$ cat src/rtl/fmac_pkg.sv
// Shared definitions for the rx FIFO drain path: FSM encoding, header
// field positions and the word-count helper used when a header is parsed.
package fmac_pkg;

  typedef enum logic [1:0] {
    ST_IDLE = 2'd0,
    ST_HDR  = 2'd1,
    ST_DATA = 2'd2
  } drain_state_e;

  localparam int LEN_LSB     = 0;
  localparam int LEN_MSB     = 15;
  localparam int LEN_W       = LEN_MSB - LEN_LSB + 1;
  localparam int MAX_LEN_DEF = 9600;

  typedef logic [LEN_W-1:0] len_t;

  // Number of 8-byte data words needed to carry len bytes (ceil(len/8)).
  function automatic len_t words_for_len(input len_t len);
    logic [LEN_W:0] sum;
    sum = {1'b0, len} + (LEN_W+1)'(7);
    return len_t'(sum >> 3);
  endfunction

endpackage

$ cat src/rtl/fmac_skid2.sv
// Two-entry valid/ready output buffer. The head entry drives the outputs
// directly from flops, so the payload holds while the consumer stalls.
module fmac_skid2 #(
  parameter int PW = 74
) (
  input  logic          clk,
  input  logic          rst_n,
  input  logic          in_valid,
  output logic          in_ready,
  input  logic [PW-1:0] in_data,
  output logic          out_valid,
  input  logic          out_ready,
  output logic [PW-1:0] out_data,
  output logic [1:0]    count
);

  logic [PW-1:0] head_q, head_d;
  logic [PW-1:0] tail_q, tail_d;
  logic [1:0]    cnt_q, cnt_d;
  logic          push;
  logic          pop;

  assign in_ready  = (cnt_q != 2'd2);
  assign out_valid = (cnt_q != 2'd0);
  assign out_data  = head_q;
  assign count     = cnt_q;

  // Next-state of the two entries: the head only changes when it leaves or the buffer is empty.
  always_comb begin
    push   = in_valid && (cnt_q != 2'd2);
    pop    = (cnt_q != 2'd0) && out_ready;
    head_d = head_q;
    tail_d = tail_q;
    cnt_d  = cnt_q;
    case (cnt_q)
      2'd0: begin
        if (push) begin
          head_d = in_data;
          cnt_d  = 2'd1;
        end
      end
      2'd1: begin
        if (push && pop) begin
          head_d = in_data;
        end else if (push) begin
          tail_d = in_data;
          cnt_d  = 2'd2;
        end else if (pop) begin
          cnt_d  = 2'd0;
        end
      end
      2'd2: begin
        if (pop) begin
          head_d = tail_q;
          cnt_d  = 2'd1;
        end
      end
      default: cnt_d = 2'd0;
    endcase
  end

  // Buffer storage and occupancy, cleared on reset so the outputs read zero.
  always_ff @(posedge clk or negedge rst_n) begin
    if (!rst_n) begin
      head_q <= '0;
      tail_q <= '0;
      cnt_q  <= 2'd0;
    end else begin
      head_q <= head_d;
      tail_q <= tail_d;
      cnt_q  <= cnt_d;
    end
  end

endmodule

$ cat src/rtl/fmac_rxfifo_drain.sv
// Drains header-prefixed packets from the rx FIFO: the header word gives
// the byte length, is consumed here, and the data words are forwarded with
// sop/eop/byte-enable framing through a two-entry output buffer.
module fmac_rxfifo_drain
  import fmac_pkg::*;
#(
  parameter int WIDTH   = 64,
  parameter int PTR     = 12,
  parameter int MAX_LEN = MAX_LEN_DEF,
  parameter int CNT_W   = 16
) (
  input  logic               clk,
  input  logic               rst_n,
  output logic               fifo_rdreq,
  input  logic [WIDTH-1:0]   fifo_q,
  input  logic               fifo_rdempty,
  input  logic [PTR:0]       fifo_rdusedw,
  output logic               out_valid,
  input  logic               out_ready,
  output logic [WIDTH-1:0]   out_data,
  output logic               out_sop,
  output logic               out_eop,
  output logic [WIDTH/8-1:0] out_be,
  output logic [CNT_W-1:0]   pkt_cnt,
  output logic               err_len
);

  localparam int BE_W = WIDTH / 8;
  localparam int PW   = WIDTH + BE_W + 2;

  drain_state_e     state_q, state_d;
  len_t             req_q, req_d;
  len_t             rem_q, rem_d;
  logic [2:0]       tail_q, tail_d;
  logic             first_q, first_d;
  logic             inflight_q, inflight_d;
  logic             en_q;
  logic             err_q, err_d;
  logic [CNT_W-1:0] pkt_q, pkt_d;

  len_t             hdr_len;
  len_t             hdr_words;
  logic             hdr_legal;
  logic             rd_req;
  logic             room;
  logic [2:0]       avail;
  logic             out_pop;
  logic             push;
  logic             last_word;
  logic [BE_W-1:0]  last_be;
  logic [BE_W-1:0]  in_be;
  logic             buf_in_ready;
  logic [1:0]       buf_cnt;
  logic [PW-1:0]    buf_in;
  logic [PW-1:0]    buf_out;
  logic             unused_usedw;

  assign unused_usedw = ^fifo_rdusedw;

  assign hdr_len   = fifo_q[LEN_MSB:LEN_LSB];
  assign hdr_words = words_for_len(hdr_len);
  assign hdr_legal = (hdr_len != '0) && (32'(hdr_len) <= 32'(MAX_LEN));

  assign out_pop   = out_valid && out_ready;
  assign avail     = {1'b0, buf_cnt} + {2'b0, inflight_q} - {2'b0, out_pop};
  assign room      = (avail < 3'd2);
  assign push      = inflight_q && buf_in_ready;
  assign last_word = (rem_q == len_t'(1));

  // Byte enables of the closing word: a whole word when len is a multiple of 8.
  always_comb begin
    if (tail_q == 3'd0) begin
      last_be = '1;
    end else begin
      last_be = BE_W'((32'd1 << tail_q) - 32'd1);
    end
    in_be = last_word ? last_be : '1;
  end

  assign buf_in = {first_q, last_word, in_be, fifo_q};

  // Pop request: header pops from IDLE, data pops only while the buffer plus the word in flight leave room.
  always_comb begin
    rd_req = 1'b0;
    case (state_q)
      ST_IDLE: rd_req = en_q && !fifo_rdempty;
      ST_HDR:  rd_req = en_q && hdr_legal && !fifo_rdempty && room;
      ST_DATA: rd_req = en_q && (req_q != '0) && !fifo_rdempty && room;
      default: rd_req = 1'b0;
    endcase
  end

  assign fifo_rdreq = rd_req;

  // FSM next state and counters; a data pop becomes a buffer write one cycle later.
  always_comb begin
    state_d    = state_q;
    req_d      = req_q;
    rem_d      = rem_q;
    tail_d     = tail_q;
    first_d    = first_q;
    err_d      = 1'b0;
    inflight_d = rd_req && (state_q != ST_IDLE);
    pkt_d      = pkt_q + CNT_W'(out_pop && out_eop);
    case (state_q)
      ST_IDLE: begin
        if (rd_req) begin
          state_d = ST_HDR;
        end
      end
      ST_HDR: begin
        if (hdr_legal) begin
          state_d = ST_DATA;
          req_d   = hdr_words - len_t'(rd_req);
          rem_d   = hdr_words;
          tail_d  = hdr_len[2:0];
          first_d = 1'b1;
        end else begin
          err_d   = 1'b1;
          state_d = ST_IDLE;
        end
      end
      ST_DATA: begin
        if (rd_req) begin
          req_d = req_q - len_t'(1);
        end
        if (push) begin
          first_d = 1'b0;
          rem_d   = rem_q - len_t'(1);
          if (last_word) begin
            state_d = ST_IDLE;
          end
        end
      end
      default: state_d = ST_IDLE;
    endcase
  end

  // State register; en_q holds off the first pop until one edge after reset release.
  always_ff @(posedge clk or negedge rst_n) begin
    if (!rst_n) begin
      state_q    <= ST_IDLE;
      req_q      <= '0;
      rem_q      <= '0;
      tail_q     <= 3'd0;
      first_q    <= 1'b0;
      inflight_q <= 1'b0;
      en_q       <= 1'b0;
      err_q      <= 1'b0;
      pkt_q      <= '0;
    end else begin
      state_q    <= state_d;
      req_q      <= req_d;
      rem_q      <= rem_d;
      tail_q     <= tail_d;
      first_q    <= first_d;
      inflight_q <= inflight_d;
      en_q       <= 1'b1;
      err_q      <= err_d;
      pkt_q      <= pkt_d;
    end
  end

  assign err_len = err_q;
  assign pkt_cnt = pkt_q;

  fmac_skid2 #(
    .PW(PW)
  ) u_skid (
    .clk      (clk),
    .rst_n    (rst_n),
    .in_valid (push),
    .in_ready (buf_in_ready),
    .in_data  (buf_in),
    .out_valid(out_valid),
    .out_ready(out_ready),
    .out_data (buf_out),
    .count    (buf_cnt)
  );

  assign {out_sop, out_eop, out_be, out_data} = buf_out;

endmodule

$ cat config.mk
export PLATFORM = sky130hd
export DESIGN_NAME = fmac_rxfifo_drain
export DESIGN_NICKNAME = d
export VERILOG_FILES = /design/src/rtl/fmac_pkg.sv /design/src/rtl/fmac_skid2.sv /design/src/rtl/fmac_rxfifo_drain.sv
export SDC_FILE = /design/constraint.sdc
export NUM_CORES = 1
export LEC_CHECK = 0
export BUFFER_PORTS_ARGS = -buffer_cell sky130_fd_sc_hd__buf_2
export CAP_MARGIN = 20
export CORE_ASPECT_RATIO = 0.9
export CORE_MARGIN = 5
export CORE_UTILIZATION = 57
export CTS_BUF_LIST = sky130_fd_sc_hd__clkbuf_16
export DETAILED_ROUTE_END_ITERATION = 10
export PLACE_DENSITY_LB_ADDON = 0.25
export SYNTH_ARGS = -nofsm -noshare
export SYNTH_HDL_FRONTEND = slang
export SYNTH_SLANG_ARGS = --single-unit
$ cat constraint.sdc
create_clock -name clk -period 4.75 [get_ports clk]
set_input_delay 0.475 -clock clk [delete_from_list [all_inputs] [get_ports clk]]
set_output_delay 0.475 -clock clk [all_outputs]
set_load 0.05 [all_outputs]
**Yosys cells after proc, flatten, opt, wreduce, memory -nomap -nowiden**

Index checks and enable logic that the tools add are counted.

- Logic and storage cells: 100
- Bits in registers: 207
- Output and inout port bits: 93

- Add/sub/neg operators: 8
- Mux-type cells: 29
- Shifts and indexed selects: 1
- Bitwise logic cells: 1
- Reductions and logical operators: 31
- Eq/ne operators: 16
- Magnitude comparators: 2

Operator list:

| cell | number |
|---|---|
| 74-bit two-way mux | 3 |
| 74-bit one-hot mux with 3 select lines | 1 |
| 16-bit two-way mux | 4 |
| 16-bit one-hot mux with 2 select lines | 2 |
| 16-bit nonzero test | 2 |
| 16-bit by 1-bit subtractor with 16-bit output, second input constant | 2 |
| 2-bit two-way mux | 9 |
| 16-bit by 3-bit adder with 17-bit output, second input constant | 1 |
| 16-bit by 1-bit adder with 16-bit output | 1 |
| 16-bit by 1-bit == test with 1-bit output, second input constant | 1 |
| 16-bit by 14-bit less-or-equal comparator with 1-bit output, second input constant | 1 |
| 8-bit two-way mux | 2 |
| 14-bit by 1-bit subtractor with 15-bit output | 1 |
| 1-bit logical AND | 14 |
| 2-bit inequality test, second input constant | 7 |
| 2-bit one-hot mux with 3 select lines | 2 |
| 3-bit AND reduction | 4 |
| 4-bit AND reduction | 2 |
| 1-bit by 3-bit << shifter with 8-bit output, first input constant | 1 |
| 8-bit by 1-bit subtractor with 8-bit output, second input constant | 1 |
| 2-bit by 1-bit inequality test with 1-bit output, second input constant | 3 |
| 2-bit nonzero test | 3 |
| 2-bit by 1-bit == test with 1-bit output, second input constant | 2 |
| 2-bit == test, second input constant | 2 |
| other kinds (13) | 17 |

**Longest topological paths before layout**

Gate-level depths: netlist of run 1.

- Word-level depth: 9
- Gate-level depth with buffers: 20
- Depth with buffers taken out: 19

**Cells and area by module**

A second synthesis of run 1 with hierarchy kept.

- Cell total of the unflattened synthesis: 886
- Area total of the unflattened synthesis: 10958.0 um2

Modules (own cells, without submodules):

| module | instances | cells each | area each (um2) | seq. area each (um2) |
|---|---|---|---|---|
| fmac_skid2 | 1 | 410 | 6835.3 | 3753.6 |
| fmac_rxfifo_drain | 1 | 476 | 4122.7 | 1426.4 |

**Worst setup path before layout of run 1**

No wires, ideal clock.

- Path kind: register to register
- Start point: register u_skid.cnt_q[1] (netlist: u_skid.count[1])
- End point: register req_q[5]
- Data arrival time: 4.586 ns
- Period minus slack after synthesis: 4.723 ns
- Required time: 4.613 ns
- Buffers on the path: 2
- Stages on the path, launching flop included: 19
- Path slack: 0.027 ns
- Setup time: 0.137 ns
- Path through: dfrtp_1 buf_2 inv_1 nand2_1 and2_1 ha_1 nor2b_1 fa_1 nand4b_1 a21oi_1 o21ai_0 a21oi_1 ha_1 o21a_1 buf_4 or4b_1 o21ai_0 xnor2_1 o221ai_2

- Cells in the longest elaborated chain, start to end: 9
- Elaborated cells on any way between the ends: 13
- Classes of those cells: add/sub: 3; order compare: 1; eq/ne: 1; mux: 3; reduce/logical: 5

Ends and longest elaborated chain:

| item | RTL line | RTL |
|---|---|---|
| start: declaration | fmac_skid2.sv:19 | `logic [1:0] cnt_q, cnt_d;` |
| start signal: assignment | fmac_skid2.sv:71 | `cnt_q <= cnt_d;` |
| 2-bit nonzero test * | fmac_skid2.sv:24 | `assign out_valid = (cnt_q != 2'd0);` |
| net out_valid | fmac_rxfifo_drain.sv:18 | `output logic out_valid,` |
| 1-bit logical AND * | fmac_rxfifo_drain.sv:64 | `assign out_pop = out_valid && out_ready;` |
| 3-bit by 1-bit subtractor with 3-bit output * | fmac_rxfifo_drain.sv:65 | `assign avail = {1'b0, buf_cnt} + {2'b0, inflight_q} - {2'b0, out_pop};` |
| 3-bit by 2-bit less-than comparator with 1-bit output * | fmac_rxfifo_drain.sv:66 | `assign room = (avail < 3'd2);` |
| 1-bit logical AND, on equally long branches | fmac_rxfifo_drain.sv:88, fmac_rxfifo_drain.sv:87 |  |
| 1-bit one-hot mux with 3 select lines * | fmac_rxfifo_drain.sv:85 | `case (state_q)` |
| net fifo_rdreq | fmac_rxfifo_drain.sv:14 | `output logic fifo_rdreq,` |
| 14-bit by 1-bit subtractor with 15-bit output | fmac_rxfifo_drain.sv:114 | `req_d = hdr_words - len_t'(rd_req);` |
| 16-bit two-way mux | fmac_rxfifo_drain.sv:112 | `if (hdr_legal) begin` |
| 16-bit one-hot mux with 2 select lines | fmac_rxfifo_drain.sv:105 | `case (state_q)` |
| end signal: assignment | fmac_rxfifo_drain.sv:153 | `req_q <= req_d;` |
| end: declaration | fmac_rxfifo_drain.sv:32 | `len_t req_q, req_d;` |

Mark *: on every way through the listed nets, which the timed path passes. The rest lies on a longest branch. The select of a mux whose other input is x is not followed.
A chain may end at the register's enable or synchronous reset.

**Worst setup path after layout of run 1**

- Start point: register u_skid.cnt_q[1] (netlist: u_skid.count[1])
- End point: register req_q[14]

- Cells in the longest elaborated chain, start to end: 9
- Elaborated cells on any way between the ends: 13
- Classes of those cells: add/sub: 3; order compare: 1; eq/ne: 1; mux: 3; reduce/logical: 5

Ends and longest elaborated chain:

| item | RTL line |
|---|---|
| branches (longest 2 deep; another with 2-bit by 1-bit adder with 3-bit output) | -- |
| 3-bit by 1-bit subtractor with 3-bit output * | fmac_rxfifo_drain.sv:65 |
| 3-bit by 2-bit less-than comparator with 1-bit output * | fmac_rxfifo_drain.sv:66 |
| 1-bit logical AND, on equally long branches | fmac_rxfifo_drain.sv:88, fmac_rxfifo_drain.sv:87 |
| 1-bit one-hot mux with 3 select lines * | fmac_rxfifo_drain.sv:85 |
| 14-bit by 1-bit subtractor with 15-bit output | fmac_rxfifo_drain.sv:114 |
| 16-bit two-way mux | fmac_rxfifo_drain.sv:112 |
| 16-bit one-hot mux with 2 select lines | fmac_rxfifo_drain.sv:105 |

Every way passes the cells marked *. The select of a mux whose other input is x is not followed.

==> flow_metrics.env, run 1 <==
export IMPL_post_route_cells_drive_above_1_share_pct=16.9
export IMPL_period_minus_slack_ps=4150
export IMPL_cts_clk_slew_worst_paths_ps=60
export IMPL_cts_htree_levels=1
export IMPL_synth_seq_cells=207
export IMPL_clock_latency_ps=500
export IMPL_slew_violations=0
export IMPL_cp_data_arrival_time_ps=4540
export IMPL_setup_worst_path_class="reg2reg"
export IMPL_pwr_density_cell_nw_per_um2=578
export IMPL_syn_nets=1274
export IMPL_start_kind="flop"
export IMPL_dr_pass1_iters=7
export IMPL_synth_warning_count=0
export IMPL_die_h_um=136
export IMPL_start_util_pct=57.5
export IMPL_core_area_um2=17500
export IMPL_layout_commonest_cell="nand2_1"
export IMPL_hpwlAfterDp_um=15800
export IMPL_syn_area_um2=10100
export IMPL_routabilityCongestion=0.869
export IMPL_drt_iter0_markers=798
export IMPL_row_count=46
export IMPL_first_global_vias=8254
export IMPL_rsz0062_at_grt="no"
export IMPL_placedCellCount=1516
export IMPL_seq_area_frac_synth_pct=51.4
export IMPL_cts_buffers=22
export IMPL_syn_to_final_growth_pct=15.8
export IMPL_cts_sink_count=207
export IMPL_drc=0
export IMPL_finalWorstSetupSlack_ps=597
export IMPL_reg2reg_slack_ps=600
export IMPL_worstPathRequired_ps=5140
export IMPL_timing_hold_ws_ps=121
export IMPL_p_leak_uw=0.00557
export IMPL_setup_viol=0
export IMPL_slew_limit_headroom_pct=34.8
export IMPL_synth_edf_count=0
export IMPL_routedWlPerCell_um=15.8
export IMPL_antenna_found_initial=2
export IMPL_critPathMaxFanout=7
export IMPL_vias_per_cell=5.58
export IMPL_synthFlopType="dfrtp_1"
export IMPL_outcome="finished, final reports clean"
export IMPL_grt_pass1_wl_um=40800
export IMPL_grt_usage_pct=24.1
export IMPL_holdBufCountCts=0
export IMPL_place_ws_ps=653
export IMPL_worstMarginPinSlew_ps=978
export IMPL_cts_resized=0
export IMPL_crit_path_end_kind="flop"
export IMPL_finalCritPeriodShare_pct=87.4
export IMPL_routed_wl_um=24500
export IMPL_cts_root_buffer="clkbuf_16"
export IMPL_finalSetupTns_ps=0
export IMPL_cap_violations=0
export IMPL_async_flop_share_pct=100
export IMPL_post_route_util_pct=66.6
export IMPL_netlist_instances=1179
export IMPL_ios=174
export IMPL_ir_worst_vdd_v=0.000408
export IMPL_num_nets_final=1395
export IMPL_clock_path_buffers=3
export IMPL_io_buffers=160
export IMPL_max_freq_ghz=0.241
export IMPL_synth_cell_types=62
export IMPL_hold_class="in2async"
export IMPL_final_hold_viol_count=0
export IMPL_vias=8670
export IMPL_instances_no_fill=1553
export IMPL_clock_skew_ps=12.5
export IMPL_grt_overflow_total=0
export IMPL_n_antenna_cell=0
export IMPL_synth_area_per_cell_um2=8.54
export IMPL_fp_dieW_um=150
export IMPL_ant_nets=0
export IMPL_mostFrequentLayoutCells="nand2_1, dfrtp_1, buf_2"
export IMPL_grt_max_degree=145
export IMPL_postCtsSetupBuffers=0
export IMPL_tritoncts="done"
export IMPL_die_area_um2=20400
[worst paths after layout]
kind	startpoint	endpoint	cells past startpoint
max	u_skid.count[1]$_DFFE_PN0P_	req_q[14]$_DFFE_PN0P_	16
min	rst_n	pkt_cnt[5]$_DFF_PN0_	1
max reg2reg	u_skid.count[1]$_DFFE_PN0P_	req_q[14]$_DFFE_PN0P_	16
min reg2reg	pkt_cnt[15]$_DFF_PN0_	pkt_cnt[15]$_DFF_PN0_	1
max in group asynchronous	rst_n	u_skid.out_data[25]$_DFFE_PN0P_	2
min in group clk	fifo_q[40]	u_skid.tail_q[40]$_DFFE_PN0P_	3
[sequential cells by signal (all words and copies together) (netlist names)]
register / count
first_q: 1
err_len: 1
en_q: 1
pkt_cnt: 16
tail_q: 3
rem_q: 16
req_q: 16
u_skid.tail_q: 74
u_skid.out_data: 74
u_skid.count: 2
inflight_q: 1
state_q: 2
[final cells by class]
cell class | instances | area (µm²)
inverter | 15 | 56.3
tap | 240 | 300
fill | 1489 | 5840
timing repair buffer | 170 | 910
clock inverter | 15 | 100
sequential | 207 | 5180
multi-input combinational | 884 | 4560
clock buffer | 22 | 551
[critical path, stage by stage, from the launching register on]
cell	delay [ps]
dfrtp_1	460
inv_1	210
nand2_1	110
and2_1	170
ha_1	260
nor2b_1	140
fa_1	430
nand4b_1	230
a21oi_1	160
o21ai_0	120
a21oi_1	260
ha_1	220
ha_1	290
nand2_1	170
nor4b_1	540
nand2_1	150
o311ai_0	120
[through the flow]
| stage | power (µW) | instance area, µm² |
|---|---|---|
| floorplan | 4500 | 10100 |
| CTS | 6780 | 11700 |
| finish | 6740 | 11700 |
| global placement | 5130 | 11000 |
| global route | 7100 | 11700 |
| detailed placement | 5180 | 11000 |
[power by group]
| group | internal [µW] | switching [µW] |
|---|---|---|
| Combinational | 693 | 1890 |
| Clock | 892 | 681 |
| Sequential | 2230 | 351 |
| Total | 3810 | 2920 |
[kinds of logic (layout without fill, tap and decap cells)]
logic type	count (synthesis)	in the layout	synth area share (%)
compound gates	197	197	12.6
xor+xnor	40	40	3.48
fa+ha+maj	14	14	1.81
buf+inv	88	222	3.53
flops	207	207	51.4
mux	10	10	1.07
other cells	1	1	0.0372
simple gates	622	622	26.0
[Yosys cell counts, drive strengths merged (14+ instances only)]
cell	n	area share, %
nand2	378	14
buf	15	0.78
xnor2	24	2.1
xor2	16	1.4
o21ai	36	1.8
nand4	14	0.87
clkbuf	58	2.2
a21oi	37	1.8
nor3	27	1.5
inv	15	0.56
nand3	20	0.99
a31oi	74	4.6
nor2	128	4.8
dfrtp	207	51
[layer usage]
layer  track usage [%]  wire, µm  up-vias
met5                 0        14        -
met4              5.39       428        4
met3              4.43      1770       37
met2              38.0     11300      264
li1                  -         -     4228
met1              35.1     11000     4137
Power figures use the tool's default switching activity.
==> inputs of run 2 (changes only) <==
--- a/config.mk
+++ b/config.mk
@@ -6,11 +6,10 @@
 export NUM_CORES = 1
 export LEC_CHECK = 0
 export BUFFER_PORTS_ARGS = -buffer_cell sky130_fd_sc_hd__buf_2
-export CAP_MARGIN = 20
 export CORE_ASPECT_RATIO = 0.9
 export CORE_MARGIN = 5
 export CORE_UTILIZATION = 57
-export CTS_BUF_LIST = sky130_fd_sc_hd__clkbuf_16
+export CTS_BUF_LIST = sky130_fd_sc_hd__clkbuf_4 sky130_fd_sc_hd__clkbuf_8 sky130_fd_sc_hd__clkbuf_16
 export DETAILED_ROUTE_END_ITERATION = 10
 export PLACE_DENSITY_LB_ADDON = 0.25
 export SYNTH_ARGS = -nofsm -noshare
==> run 2 against run 1 <==
  * Power up 1.6%
  * Clock-buffer cell count up 9
  * Clock power up 7%
  * Worst hold slack better by 0.69 ps
  * Clock skew about the same
  * Wire length up 0.89%
  * Combinational power about the same
  * Register-to-register slack worse by 40 ps
  * Highest routed layer unchanged
==> flow_metrics.env, run 2 (same netlist as run 1, synthesis figures left out) <==
export IMPL_outcome="finished, final reports clean"
export IMPL_cap_violations=0
export IMPL_num_nets_final=1395
export IMPL_post_route_cells_drive_above_1_share_pct=17.6
export IMPL_antenna_found_initial=2
export IMPL_p_leak_uw=0.00559
export IMPL_layout_commonest_cell="nand2_1"
export IMPL_cts_clk_slew_worst_paths_ps=60
export IMPL_max_freq_ghz=0.239
export IMPL_routabilityCongestion=0.869
export IMPL_routed_wl_um=24700
export IMPL_first_global_vias=8302
export IMPL_pwr_density_cell_nw_per_um2=584
export IMPL_period_minus_slack_ps=4190
export IMPL_postCtsSetupBuffers=0
export IMPL_vias=8733
export IMPL_clock_skew_ps=12.6
export IMPL_mostFrequentLayoutCells="nand2_1, dfrtp_1, buf_2"
export IMPL_cp_data_arrival_time_ps=4580
export IMPL_cts_buffers=22
export IMPL_clock_latency_ps=510
export IMPL_cts_root_buffer="clkbuf_16"
export IMPL_cts_htree_levels=1
export IMPL_dr_pass1_iters=7
export IMPL_ios=174
export IMPL_cts_sink_count=207
export IMPL_final_hold_viol_count=0
export IMPL_hpwlAfterDp_um=15800
export IMPL_grt_overflow_total=0
export IMPL_n_antenna_cell=0
export IMPL_tritoncts="done"
export IMPL_drc=0
export IMPL_r2r_start="u_skid.count[1]$_DFFE_PN0P_"
export IMPL_routedWlPerCell_um=15.9
export IMPL_grt_pass1_wl_um=41000
export IMPL_grt_max_degree=145
export IMPL_holdBufCountCts=0
export IMPL_clock_path_buffers=3
export IMPL_core_area_um2=17500
export IMPL_io_buffers=160
export IMPL_finalWorstSetupSlack_ps=561
export IMPL_row_count=46
export IMPL_ant_nets=0
export IMPL_start_util_pct=57.5
export IMPL_syn_to_final_growth_pct=16.4
export IMPL_start_kind="flop"
export IMPL_rsz0062_at_grt="no"
export IMPL_fp_dieW_um=150
export IMPL_setup_viol=0
export IMPL_worstPathRequired_ps=5140
export IMPL_crit_path_end_kind="flop"
export IMPL_die_area_um2=20400
export IMPL_finalSetupTns_ps=0
export IMPL_cts_resized=0
export IMPL_hold_class="in2async"
export IMPL_setup_worst_path_class="reg2reg"
export IMPL_worstMarginPinSlew_ps=979
export IMPL_ir_worst_vdd_v=0.000406
export IMPL_critPathLaunch="u_skid.count[1]$_DFFE_PN0P_"
export IMPL_drt_iter0_markers=739
export IMPL_die_h_um=136
export IMPL_slew_violations=0
export IMPL_finalCritPeriodShare_pct=88.2
export IMPL_grt_usage_pct=24.3
export IMPL_place_ws_ps=653
export IMPL_vias_per_cell=5.62
export IMPL_critPathMaxFanout=7
export IMPL_slew_limit_headroom_pct=34.7
-- run 2: cell count changes in the layout (fill, tap and decap cells not counted) --
cell and change:
inv_1 -5, clkbuf_4 +5, clkbuf_8 +4, clkinv_1 -4
-- run 2: final timing paths --
path | cells after the start | end | slack (ps)
setup / recovery | 16 | req_q[14]$_DFFE_PN0P_ | 560
hold / removal | 1 | pkt_cnt[5]$_DFF_PN0_ | 120
setup reg to reg | 16 | req_q[14]$_DFFE_PN0P_ | 560
hold reg to reg | 1 | pkt_cnt[15]$_DFF_PN0_ | 470
max in group asynchronous | 2 | u_skid.out_data[6]$_DFFE_PN0P_ | 3630
min in group clk | 3 | u_skid.tail_q[40]$_DFFE_PN0P_ | 170
-- run 2: routing by layer --
metal / vias to the layer above / wire length [µm] / track usage (%)
met3: 36 / 1990 / 4.40
met1: 4172 / 10900 / 35.1
li1: 4225 / - / -
met4: 4 / 383 / 5.49
met2: 296 / 11500 / 38.5
met5: - / 14 / 0
-- run 2: area by class of cell --
type	instances	area [µm²]
inverters	15	56.3
clock buffers	31	643
fillers	1477	5780
flip-flops and latches	207	5180
repair buffers	170	910
clock inverters	6	66.3
multi-input cells	884	4560
well taps	240	300
-- run 2: critical path, cell delays in order, from the launching register on --
cell and delay [ps]:
dfrtp_1 460, inv_1 210, nand2_1 100, and2_1 170
ha_1 260, nor2b_1 140, fa_1 430, nand4b_1 240
a21oi_1 160, o21ai_0 130, a21oi_1 280, ha_1 230
ha_1 290, nand2_1 170, nor4b_1 530, nand2_1 150
o311ai_0 120
-- run 2: power by group --
group | internal [µW] | total (µW) | switching [µW] | leakage (µW)
logic | 693 | 2590 | 1890 | 0.00262
clock network | 996 | 1680 | 680 | 0.000360
registers | 2230 | 2580 | 352 | 0.00261
total | 3920 | 6840 | 2920 | 0.00559
-- run 2: through the flow --
step / instances / util (%) / instance area [µm²] / hold slack, ps / power (µW)
after global routing: 1553 / 67.0 / 11700 / 172 / 7210
after global placement: 1516 / 62.9 / 11000 / 450 / 5130
after floorplan: 1179 / - / 10100 / 179 / 4500
after CTS: 1553 / 67.0 / 11700 / 154 / 6880
after detailed placement: 1516 / 62.9 / 11000 / 453 / 5180
final: 1553 / 67.0 / 11700 / 122 / 6840
==> inputs of run 3 (changes only) <==
--- a/config.mk
+++ b/config.mk
@@ -7,11 +7,12 @@
 export LEC_CHECK = 0
 export BUFFER_PORTS_ARGS = -buffer_cell sky130_fd_sc_hd__buf_2
 export CORE_ASPECT_RATIO = 0.9
-export CORE_MARGIN = 5
+export CORE_MARGIN = 2
 export CORE_UTILIZATION = 57
 export CTS_BUF_LIST = sky130_fd_sc_hd__clkbuf_4 sky130_fd_sc_hd__clkbuf_8 sky130_fd_sc_hd__clkbuf_16
 export DETAILED_ROUTE_END_ITERATION = 10
 export PLACE_DENSITY_LB_ADDON = 0.25
+export SETUP_SLACK_MARGIN = 0.3
 export SYNTH_ARGS = -nofsm -noshare
 export SYNTH_HDL_FRONTEND = slang
 export SYNTH_SLANG_ARGS = --single-unit
==> run 3 against run 2 <==
  * Sequential share of layout area fell by 0.46 points
  * Wire length fell by 2.8%
  * Worst hold slack got worse by 11 ps
  * Via count fell by 0.72%
  * Power rose by 3.1%
  * Clock power rose by 14%
  * Clock-buffer cell count did not move
  * Combinational power barely moved
  * Largest cell class unchanged
  * Largest power group is now sequential cells
==> flow_metrics.env, run 3 (same netlist as run 1, synthesis figures left out) <==
export IMPL_critPathMaxFanout=7
export IMPL_p_switching_uw=2940
export IMPL_num_nets_final=1396
export IMPL_hold_class="in2async"
export IMPL_place_ws_ps=811
export IMPL_postCtsSetupBuffers=0
export IMPL_die_h_um=130
export IMPL_grt_usage_pct=25.7
export IMPL_p_comb_share_pct=36.4
export IMPL_placedCellCount=1516
export IMPL_holdBufCountCts=0
export IMPL_reg2reg_slack_ps=750
export IMPL_outcome="finished, final reports clean"
export IMPL_drt_iter0_markers=712
export IMPL_place_area_um2=11000
export IMPL_ff2ff_path_depth=16
export IMPL_max_freq_ghz=0.250
export IMPL_p_leak_uw=0.00564
export IMPL_mostFrequentLayoutCells="nand2_1, dfrtp_1, buf_2"
export IMPL_finalWorstSetupSlack_ps=755
export IMPL_multi_input_area_um2=4570
export IMPL_timing_rr_end="req_q[14]$_DFFE_PN0P_"
export IMPL_layout_commonest_cell="nand2_1"
export IMPL_instances_no_fill=1560
export IMPL_start_kind="flop"
export IMPL_vias=8670
export IMPL_finalCritPeriodShare_pct=84.1
export IMPL_grt_max_degree=118
export IMPL_cts_htree_levels=1
export IMPL_setup_viol=0
export IMPL_routabilityCongestion=0.843
export IMPL_dr_pass1_iters=6
export IMPL_pwr_share_clk_pct=27.1
export IMPL_final_hold_viol_count=0
export IMPL_pwr_density_cell_nw_per_um2=596
export IMPL_ant_nets=0
export IMPL_routed_wl_um=24000
export IMPL_period_minus_slack_ps=4000
export IMPL_start_util_pct=57.7
export IMPL_first_global_vias=8026
export IMPL_clock_skew_ps=18.5
export IMPL_crit_path_end_kind="flop"
export IMPL_slew_violations=0
export IMPL_cts_root_buffer="clkbuf_16"
export IMPL_syn_to_final_growth_pct=17.6
export IMPL_cts_sink_count=207
export IMPL_finalSetupTns_ps=0
export IMPL_vias_per_cell=5.56
export IMPL_clock_path_buffers=3
export IMPL_hpwlAfterDp_um=15200
export IMPL_setup_worst_path_class="reg2reg"
export IMPL_grt_overflow_total=0
export IMPL_io_buffers=160
export IMPL_clock_latency_ps=510
export IMPL_post_route_cells_drive_above_1_share_pct=18.0
export IMPL_die_area_um2=18700
export IMPL_final_area_um2=11800
export IMPL_cp_data_arrival_time_ps=4380
export IMPL_p_int_uw=4110
export IMPL_row_count=46
export IMPL_n_fill_cell=1402
export IMPL_cap_violations=0
export IMPL_rsz0062_at_grt="no"
export IMPL_critPathLaunch="u_skid.count[1]$_DFFE_PN0P_"
export IMPL_tritoncts="done"
export IMPL_ios=174
export IMPL_worstMarginPinSlew_ps=1120
export IMPL_fp_dieW_um=144
export IMPL_slew_limit_headroom_pct=25.0
export IMPL_ir_worst_vdd_v=0.000410
export IMPL_grt_pass1_wl_um=39300
export IMPL_switching_share_pct=41.7
export IMPL_seqPwrFrac_pct=36.5
export IMPL_drc=0
export IMPL_cts_clk_slew_worst_paths_ps=60
export IMPL_core_area_um2=17400
export IMPL_routedWlPerCell_um=15.4
export IMPL_antenna_found_initial=2
export IMPL_cts_buffers=23
export IMPL_r2r_start="u_skid.count[1]$_DFFE_PN0P_"
export IMPL_worstPathRequired_ps=5140
export IMPL_cts_resized=0
export IMPL_seq_area_um2=5180
export IMPL_timing_hold_ws_ps=111
==> run 3: cell types whose count changed in the layout (fill, tap and decap cells not counted), sizes merged <==
| cell | before | now |
|---|---|---|
| bufinv | 1 | 4 |
| clkinv | 5 | 4 |
| clkinvlp | 0 | 1 |
| diode | 0 | 2 |
| inv | 15 | 17 |
==> run 3: worst max path at each step <==
| stage | slack (ps) | to |
|---|---|---|
| after floorplan | 340 | req_q[5]$_DFFE_PN0P_ |
| after global placement | 820 | req_q[14]$_DFFE_PN0P_ |
| after detailed placement | 810 | req_q[14]$_DFFE_PN0P_ |
| after CTS | 740 | req_q[14]$_DFFE_PN0P_ |
| after global routing | 340 | req_q[14]$_DFFE_PN0P_ |
| final | 750 | req_q[14]$_DFFE_PN0P_ |
==> run 3: power by group through the flow <==
stage	Combinational (µW)	Clock, µW	Sequential (µW)
2_1_floorplan	836	0	3670
3_3_place_gp	2530	0	2580
3_5_place_dp	2570	0	2590
4_1_cts	2580	1940	2570
5_1_grt	2760	2010	2640
6_report	2570	1910	2580
==> run 3: critical path, stage by stage (launching register included) <==
cell and delay [ps]:
dfrtp_1 460, inv_1 210, nand2_1 100, and2_1 170, ha_1 260, nor2b_1 140, fa_1 440, nand4b_1 220
a21oi_1 130, o21ai_0 130, a21oi_2 210, ha_1 200, ha_1 290, nand2_1 170, nor4b_1 470, nand2_1 150
o311ai_0 120
==> run 3: per-layer routing <==
| layer | wire, µm | part of all wire, % | track usage [%] |
|---|---|---|---|
| met1 | 10700 | 45 | 35.9 |
| met2 | 11100 | 46 | 41.1 |
| met3 | 1610 | 6.7 | 5.10 |
| met4 | 554 | 2.3 | 7.55 |
| met5 | 0 | 0 | 0 |
==> run 3: cell type report <==
class,instances,area share (%)
inverters,15,0.475
repair buffers,170,7.68
flip-flops and latches,207,43.7
clock inverters,11,1.43
well taps,240,2.54
clock buffers,31,5.53
multi-input cells,884,38.6
diodes,2,0.0423
==> run 3: through the flow <==
| stage | total power (µW) | utilization (%) |
|---|---|---|
| finish | 7060 | 67.9 |
| global placement | 5120 | 63.2 |
| floorplan | 4500 | - |
| CTS | 7090 | 67.9 |
| detailed placement | 5160 | 63.2 |
| global route | 7420 | 67.9 |
